**config.mk**
```make
export PLATFORM = sky130hd
export DESIGN_NAME = vga_timing_gen
export DESIGN_NICKNAME = d
export VERILOG_FILES = /design/src/rtl/vga_timing_gen.sv
export SDC_FILE = /design/constraint.sdc
export NUM_CORES = 1
export LEC_CHECK = 0
export BUFFER_PORTS_ARGS = -buffer_cell sky130_fd_sc_hd__buf_2
export CORE_MARGIN = 5
export CORE_UTILIZATION = 53
export CTS_CLUSTER_SIZE = 25
export DETAILED_ROUTE_END_ITERATION = 16
export GPL_ROUTABILITY_DRIVEN = 0
export PLACE_DENSITY = 0.94
export SLEW_MARGIN = 20
export SYNTH_ARGS = -nofsm -noshare
export SYNTH_HDL_FRONTEND = slang
export SYNTH_SLANG_ARGS = --single-unit
```
**constraint.sdc**
```tcl
create_clock -name clk -period 3.1 [get_ports clk]
set_input_delay 0.31 -clock clk [delete_from_list [all_inputs] [get_ports clk]]
set_output_delay 0.31 -clock clk [all_outputs]
set_load 0.03 [all_outputs]
```
**src/rtl/vga_timing_gen.sv**
```systemverilog
// Parametrised VGA raster generator: pixel divider, h/v counters, sync decode
// and a one-tick output stage that blanks colour and keeps it aligned with the syncs.
module vga_timing_gen #(
    parameter int H_ACTIVE   = 640,
    parameter int H_FP       = 16,
    parameter int H_SYNC     = 96,
    parameter int H_BP       = 48,
    parameter int V_ACTIVE   = 480,
    parameter int V_FP       = 10,
    parameter int V_SYNC     = 2,
    parameter int V_BP       = 33,
    parameter bit HSYNC_POL  = 1'b0,
    parameter bit VSYNC_POL  = 1'b0,
    parameter int CLK_DIV    = 1,
    parameter int COLOR_BITS = 3,
    parameter int X_W        = 10,
    parameter int Y_W        = 10
) (
    input  logic                    clk,
    input  logic                    rst,
    input  logic [3*COLOR_BITS-1:0] rgb_in,
    output logic [X_W-1:0]          x,
    output logic [Y_W-1:0]          y,
    output logic                    active,
    output logic                    pix_tick,
    output logic                    line_start,
    output logic                    frame_start,
    output logic                    hsync,
    output logic                    vsync,
    output logic [COLOR_BITS-1:0]   red,
    output logic [COLOR_BITS-1:0]   green,
    output logic [COLOR_BITS-1:0]   blue
);

    localparam int H_TOTAL = H_ACTIVE + H_FP + H_SYNC + H_BP;
    localparam int V_TOTAL = V_ACTIVE + V_FP + V_SYNC + V_BP;
    localparam int DIV_W   = (CLK_DIV > 1) ? $clog2(CLK_DIV) : 1;

    localparam logic [DIV_W-1:0] DIV_LAST = DIV_W'(CLK_DIV - 1);
    localparam logic [X_W-1:0]   H_LAST   = X_W'(H_TOTAL - 1);
    localparam logic [X_W-1:0]   H_ACT    = X_W'(H_ACTIVE);
    localparam logic [X_W-1:0]   HS_FIRST = X_W'(H_ACTIVE + H_FP);
    localparam logic [X_W-1:0]   HS_LAST  = X_W'(H_ACTIVE + H_FP + H_SYNC - 1);
    localparam logic [Y_W-1:0]   V_LAST   = Y_W'(V_TOTAL - 1);
    localparam logic [Y_W-1:0]   V_ACT    = Y_W'(V_ACTIVE);
    localparam logic [Y_W-1:0]   VS_FIRST = Y_W'(V_ACTIVE + V_FP);
    localparam logic [Y_W-1:0]   VS_LAST  = Y_W'(V_ACTIVE + V_FP + V_SYNC - 1);

    logic [DIV_W-1:0]        div;
    logic [X_W-1:0]          hcnt;
    logic [Y_W-1:0]          vcnt;
    logic [3*COLOR_BITS-1:0] rgb_q;
    logic                    in_hs;
    logic                    in_vs;

    // With CLK_DIV=1 the divider never leaves 0, so the tick is permanently high.
    assign pix_tick = (div == DIV_LAST);

    // NOTE: all state uses non-blocking assignments so every register samples pre-edge values.
    always_ff @(posedge clk or posedge rst) begin
        if (rst) begin
            div <= '0;
        end else if (pix_tick) begin
            div <= '0;
        end else begin
            div <= div + DIV_W'(1);
        end
    end

    always_ff @(posedge clk or posedge rst) begin
        if (rst) begin
            hcnt <= '0;
            vcnt <= '0;
        end else if (pix_tick) begin
            if (hcnt == H_LAST) begin
                hcnt <= '0;
                vcnt <= (vcnt == V_LAST) ? '0 : vcnt + Y_W'(1);
            end else begin
                hcnt <= hcnt + X_W'(1);
            end
        end
    end

    assign x           = hcnt;
    assign y           = vcnt;
    assign active      = (hcnt < H_ACT) && (vcnt < V_ACT);
    assign line_start  = pix_tick && (hcnt == '0);
    assign frame_start = line_start && (vcnt == '0);
    assign in_hs       = (hcnt >= HS_FIRST) && (hcnt <= HS_LAST);
    assign in_vs       = (vcnt >= VS_FIRST) && (vcnt <= VS_LAST);

    // Output stage advances with the pixel, so syncs and colour lag x/y by one tick.
    always_ff @(posedge clk or posedge rst) begin
        if (rst) begin
            hsync <= ~HSYNC_POL;
            vsync <= ~VSYNC_POL;
            rgb_q <= '0;
        end else if (pix_tick) begin
            hsync <= in_hs ? HSYNC_POL : ~HSYNC_POL;
            vsync <= in_vs ? VSYNC_POL : ~VSYNC_POL;
            rgb_q <= active ? rgb_in : '0;
        end
    end

    assign red   = rgb_q[3*COLOR_BITS-1 -: COLOR_BITS];
    assign green = rgb_q[2*COLOR_BITS-1 -: COLOR_BITS];
    assign blue  = rgb_q[COLOR_BITS-1:0];

endmodule
```
# Yosys cells after proc, flatten, opt, wreduce, memory -nomap -nowiden
# Index checks and enable logic that the tools add are counted.
totals:
  reg_bits: 32
  in_bits: 11
  out_inout_bits: 35
  elab_cells: 32
classes:
  add_sub_neg: 3
  magnitude_cmp: 6
  eq_ne: 2
  n_mux: 6
  n_bitwise: 1
  reduce_logical: 8
ops:
  columns: ["operator", "count"]
  rows:
  - ["$add 10x1->10 const B", 2]
  - ["$eq 10x10->1 const B", 2]
  - ["$logic_not 10->1", 2]
  - ["$mux 10", 2]
  - ["$ge 10x10->1 const B", 1]
  - ["$ge 10x9->1 const B", 1]
  - ["$le 10x10->1 const B", 1]
  - ["$le 10x9->1 const B", 1]
  - ["$lt 10x10->1 const B", 1]
  - ["$lt 10x9->1 const B", 1]
  - ["$mux 9", 1]
  - ["$logic_and 1x1->1", 5]
  - ["$mux 1", 3]
  - ["$reduce_and 2->1", 1]
  - ["$add 1x1->1 const B", 1]
  - ["$not 1->1", 1]

# Logic depth before layout (Yosys ltp)
logic_depth:
  word_depth: 3
  ltp_mapped: 6
  ltp_nobuf: 6

# Least setup slack after synthesis
# Ideal clock, no wire load.
synth_path:
  path_kind: "reg2out"
  from: "reg vcnt[7], in the netlist y[7]"
  to: "out active"
  t_arrival_ns: 1.876
  slack_ns: 0.914
  path_stages_with_launch: 4
  path_buffers: 0
  cell_sequence: "dfrtp_1 and3_1 and2_1 nor3_1"
synth_between:
  elab_chain_len: 2
synth_lines:
  columns: ["item", "line_no", "text"]
  rows:
  - ["start, declared", "51", "logic [Y_W-1:0] vcnt;"]
  - ["start signal, assigned", "77", "vcnt <= (vcnt == V_LAST) ? '0 : vcnt + Y_W'(1);"]
  - ["$lt 10x9->1", "86", "assign active = (hcnt < H_ACT) && (vcnt < V_ACT);"]
  - ["$logic_and 1x1->1", "86", null]
  - ["end, declared", "24", "output logic active,"]
# Every way passes these cells.

# Worst setup path after layout
# Ends and elaborated chain as after synthesis.

==> impl_metrics.env <==
export IMPL_dieArea_um2=3820
export IMPL_ys_warn_count=0
export IMPL_grtUsageMet1_pct=24.7
export IMPL_critPathCaptureType="output pin"
export IMPL_clock_latency_ns=0.34
export IMPL_grt_pass1_wl_um=5440
export IMPL_wl_per_cell_um=15.2
export IMPL_postSynthNetCount=149
export IMPL_drt_iter0_markers=52
export IMPL_syn_to_final_growth_pct=23.2
export IMPL_path_clk_slew_ns=0.10
export IMPL_dp_slack_ns=0.968
export IMPL_vias=1176
export IMPL_p_per_area_nw_per_um2=435
export IMPL_antennaDiodeCount=0
export IMPL_cts_resized_gates=0
export IMPL_core_area_um2=2520
export IMPL_ant_nets=0
export IMPL_finClkSkew_ns=0.0105
export IMPL_synth_area_per_cell_um2=10.6
export IMPL_drive_gt1_share_pct=34.2
export IMPL_maxSlewViolCount=0
export IMPL_cts_buffers=5
export IMPL_cts_tree="yes"
export IMPL_ys_ff_latch=31
export IMPL_drc=0
export IMPL_postCtsSetupRepairBufs=0
export IMPL_htree_levels=2
export IMPL_grt_busiest_layer="met2"
export IMPL_vias_per_cell=5.50
export IMPL_ys_types=34
export IMPL_r2r_start="x[0]"
export IMPL_clk_path_buf_depth=2
export IMPL_final_hold_viol_count=0
export IMPL_place_area_um2=1670
export IMPL_first_pass_iters=4
export IMPL_hp_class="input pin to asynchronous set/reset pin"
export IMPL_relSlewSlack_pct=41.9
export IMPL_tightest_slew_ns=0.865
export IMPL_groute_layer_met2_usage_pct=30.6
export IMPL_dp_hpwl_um=2480
export IMPL_ctsHoldBuffers=0
export IMPL_die_height_um=61.8
export IMPL_grt_max_degree=32
export IMPL_cts_root_buf="clkbuf_4"
export IMPL_setup_slack_ns=0.591
export IMPL_port_buffers=44
export IMPL_worstPathRequired_ns=2.79
export IMPL_ios=46
export IMPL_finalSetupViolations=0
export IMPL_grt_usage_pct=20.3
export IMPL_path_max_fanout=10
export IMPL_cp_arrival_ns=2.20
export IMPL_grt_util_met3_pct=10.3
export IMPL_vdd_ir_drop_worst_v=0.000418
export IMPL_status="complete, no violations"
export IMPL_fin_area_um2=1750
export IMPL_rows=18
export IMPL_rsz0062_at_grt="no"
export IMPL_grt_pass1_vias=1135
export IMPL_fin_crit_ns=2.51
export IMPL_period_share_pct=80.9
export IMPL_leakage_uw=0.000902
export IMPL_start_util_pct=56.4
export IMPL_max_freq_mhz=399
export IMPL_reg2reg_depth=5
export IMPL_fillers=204
export IMPL_finalNetCount=198
export IMPL_netlist_area_um2=1420
export IMPL_start_kind="flip-flop"
export IMPL_syn_instance_count=134
export IMPL_setup_tns_ns=0
export IMPL_die_w_um=61.8
export IMPL_grt_remaining_overflow=0
export IMPL_rrSetupSlack_ns=0.99
export IMPL_yosysSeqAreaShare_pct=54.7
export IMPL_numClockSinks=31
export IMPL_detail_route_wirelength_um=3260
export IMPL_critPathKind="flip-flop to output pin"
export IMPL_cap_violations=0
export IMPL_grt_antenna_before_repair=0
export IMPL_regToRegEndpoint="y[9]"
## critical path, cell delays in order (launching register included)
cell and delay (ns):
dfrtp_1 0.43, and3_1 0.22, and2_1 0.18, nor3_1 0.70
buf_2 0.33
## Yosys cell counts
cell type	count	share of area [%]
o31ai_1	2	1.1
ha_1	4	3.5
a21oi_1	2	0.70
mux2i_1	1	0.70
nand3_1	10	3.5
and3_2	3	1.6
dfrtp_1	29	51
nor2b_1	1	0.44
clkbuf_1	1	0.26
nor3_1	6	2.1
buf_2	1	0.35
and2_2	1	0.53
conb_1	1	0.26
o21a_1	2	1.1
and2_1	11	4.8
xnor2_1	5	3.1
xor2_1	5	3.1
or3_4	2	1.6
a31oi_1	2	0.88
and4_1	2	1.2
nor4_1	3	1.3
inv_1	7	1.8
o21ai_0	3	1.1
or3_2	1	0.53
a41oi_1	1	0.62
nand2_1	7	1.8
or4_1	2	1.1
o22a_1	1	0.62
nand2b_1	1	0.44
buf_4	1	0.53
and3_1	2	0.88
dfstp_2	2	3.7
nor2_1	8	2.1
nand4_1	4	1.8
## layout by cell type (no fill, tap or decap), types with 2 or more instances in the layout
cell type / synthesis / final
a21oi_1: 2 / 2
a31oi_1: 2 / 2
and2_1: 11 / 11
and3_1: 2 / 2
and3_2: 3 / 3
and4_1: 2 / 2
buf_2: 1 / 44
clkbuf_4: 0 / 5
dfrtp_1: 29 / 29
dfstp_2: 2 / 2
ha_1: 4 / 4
inv_1: 7 / 6
nand2_1: 7 / 7
nand3_1: 10 / 10
nand4_1: 4 / 4
nor2_1: 8 / 8
nor3_1: 6 / 6
nor4_1: 3 / 3
o21a_1: 2 / 2
o21ai_0: 3 / 3
o31ai_1: 2 / 2
or3_4: 2 / 2
or4_1: 2 / 2
xnor2_1: 5 / 5
xor2_1: 5 / 5
## cell type report
class	count	area, um^2	share of cell area [%]
tap	30	37.5	2.14
clock buffer	5	37.5	2.14
sequential	31	778	44.4
inverter	7	26.3	1.50
multi-input combinational	93	603	34.4
timing repair buffer	45	228	13.0
clock inverter	3	43.8	2.50
## per-stage QoR
step	utilization, %	total power [uW]	instances	hold slack (ns)
3_5_place_dp	66.3	459	206	0.515
5_1_grt	69.5	802	214	0.0727
6_report	69.5	763	214	0.0365
4_1_cts	69.5	774	214	0.157
2_1_floorplan	-	444	134	0.412
3_3_place_gp	66.3	457	206	0.498
## registers in the layout (all words and copies together) (netlist names)
register / flops
rgb_q: 9
x: 10
vsync: 1
y: 10
hsync: 1
## cell families (layout without fill, tap and decap cells)
| kind of cell | count (synthesis) | count (layout) | synth area share [%] |
|---|---|---|---|
| adder cells (fa/ha/maj) | 4 | 4 | 3.52 |
| AO/OA/AOI/OAI | 13 | 13 | 5.97 |
| multiplexers | 1 | 1 | 0.703 |
| other | 1 | 1 | 0.263 |
| AND/OR/NAND/NOR | 64 | 64 | 25.7 |
| buffers and inverters | 10 | 60 | 2.99 |
| flip-flops | 31 | 31 | 54.7 |
| XOR/XNOR | 10 | 10 | 6.15 |
## how the worst max path moves through the flow
stage	depth (start not counted)	to	startpoint
after global placement	5	y[7]	x[0]
final	4	active	y[7]
after global routing	4	active	y[5]
after floorplan	3	active	y[7]
after detailed placement	4	active	y[5]
after CTS	4	active	y[5]
## layer usage
layer	vias to the layer above	share of wire, %
met2	60	49
met1	547	40
li1	562	-
met4	0	1.4
met5	-	0
met3	7	9.9
## power breakdown
group          switching, uW  internal (uW)
Combinational           26.9           11.3
Clock                    144            170
Sequential              1.43            410
Total                    172            591
Note: power is estimated with default switching activity, not from simulation.
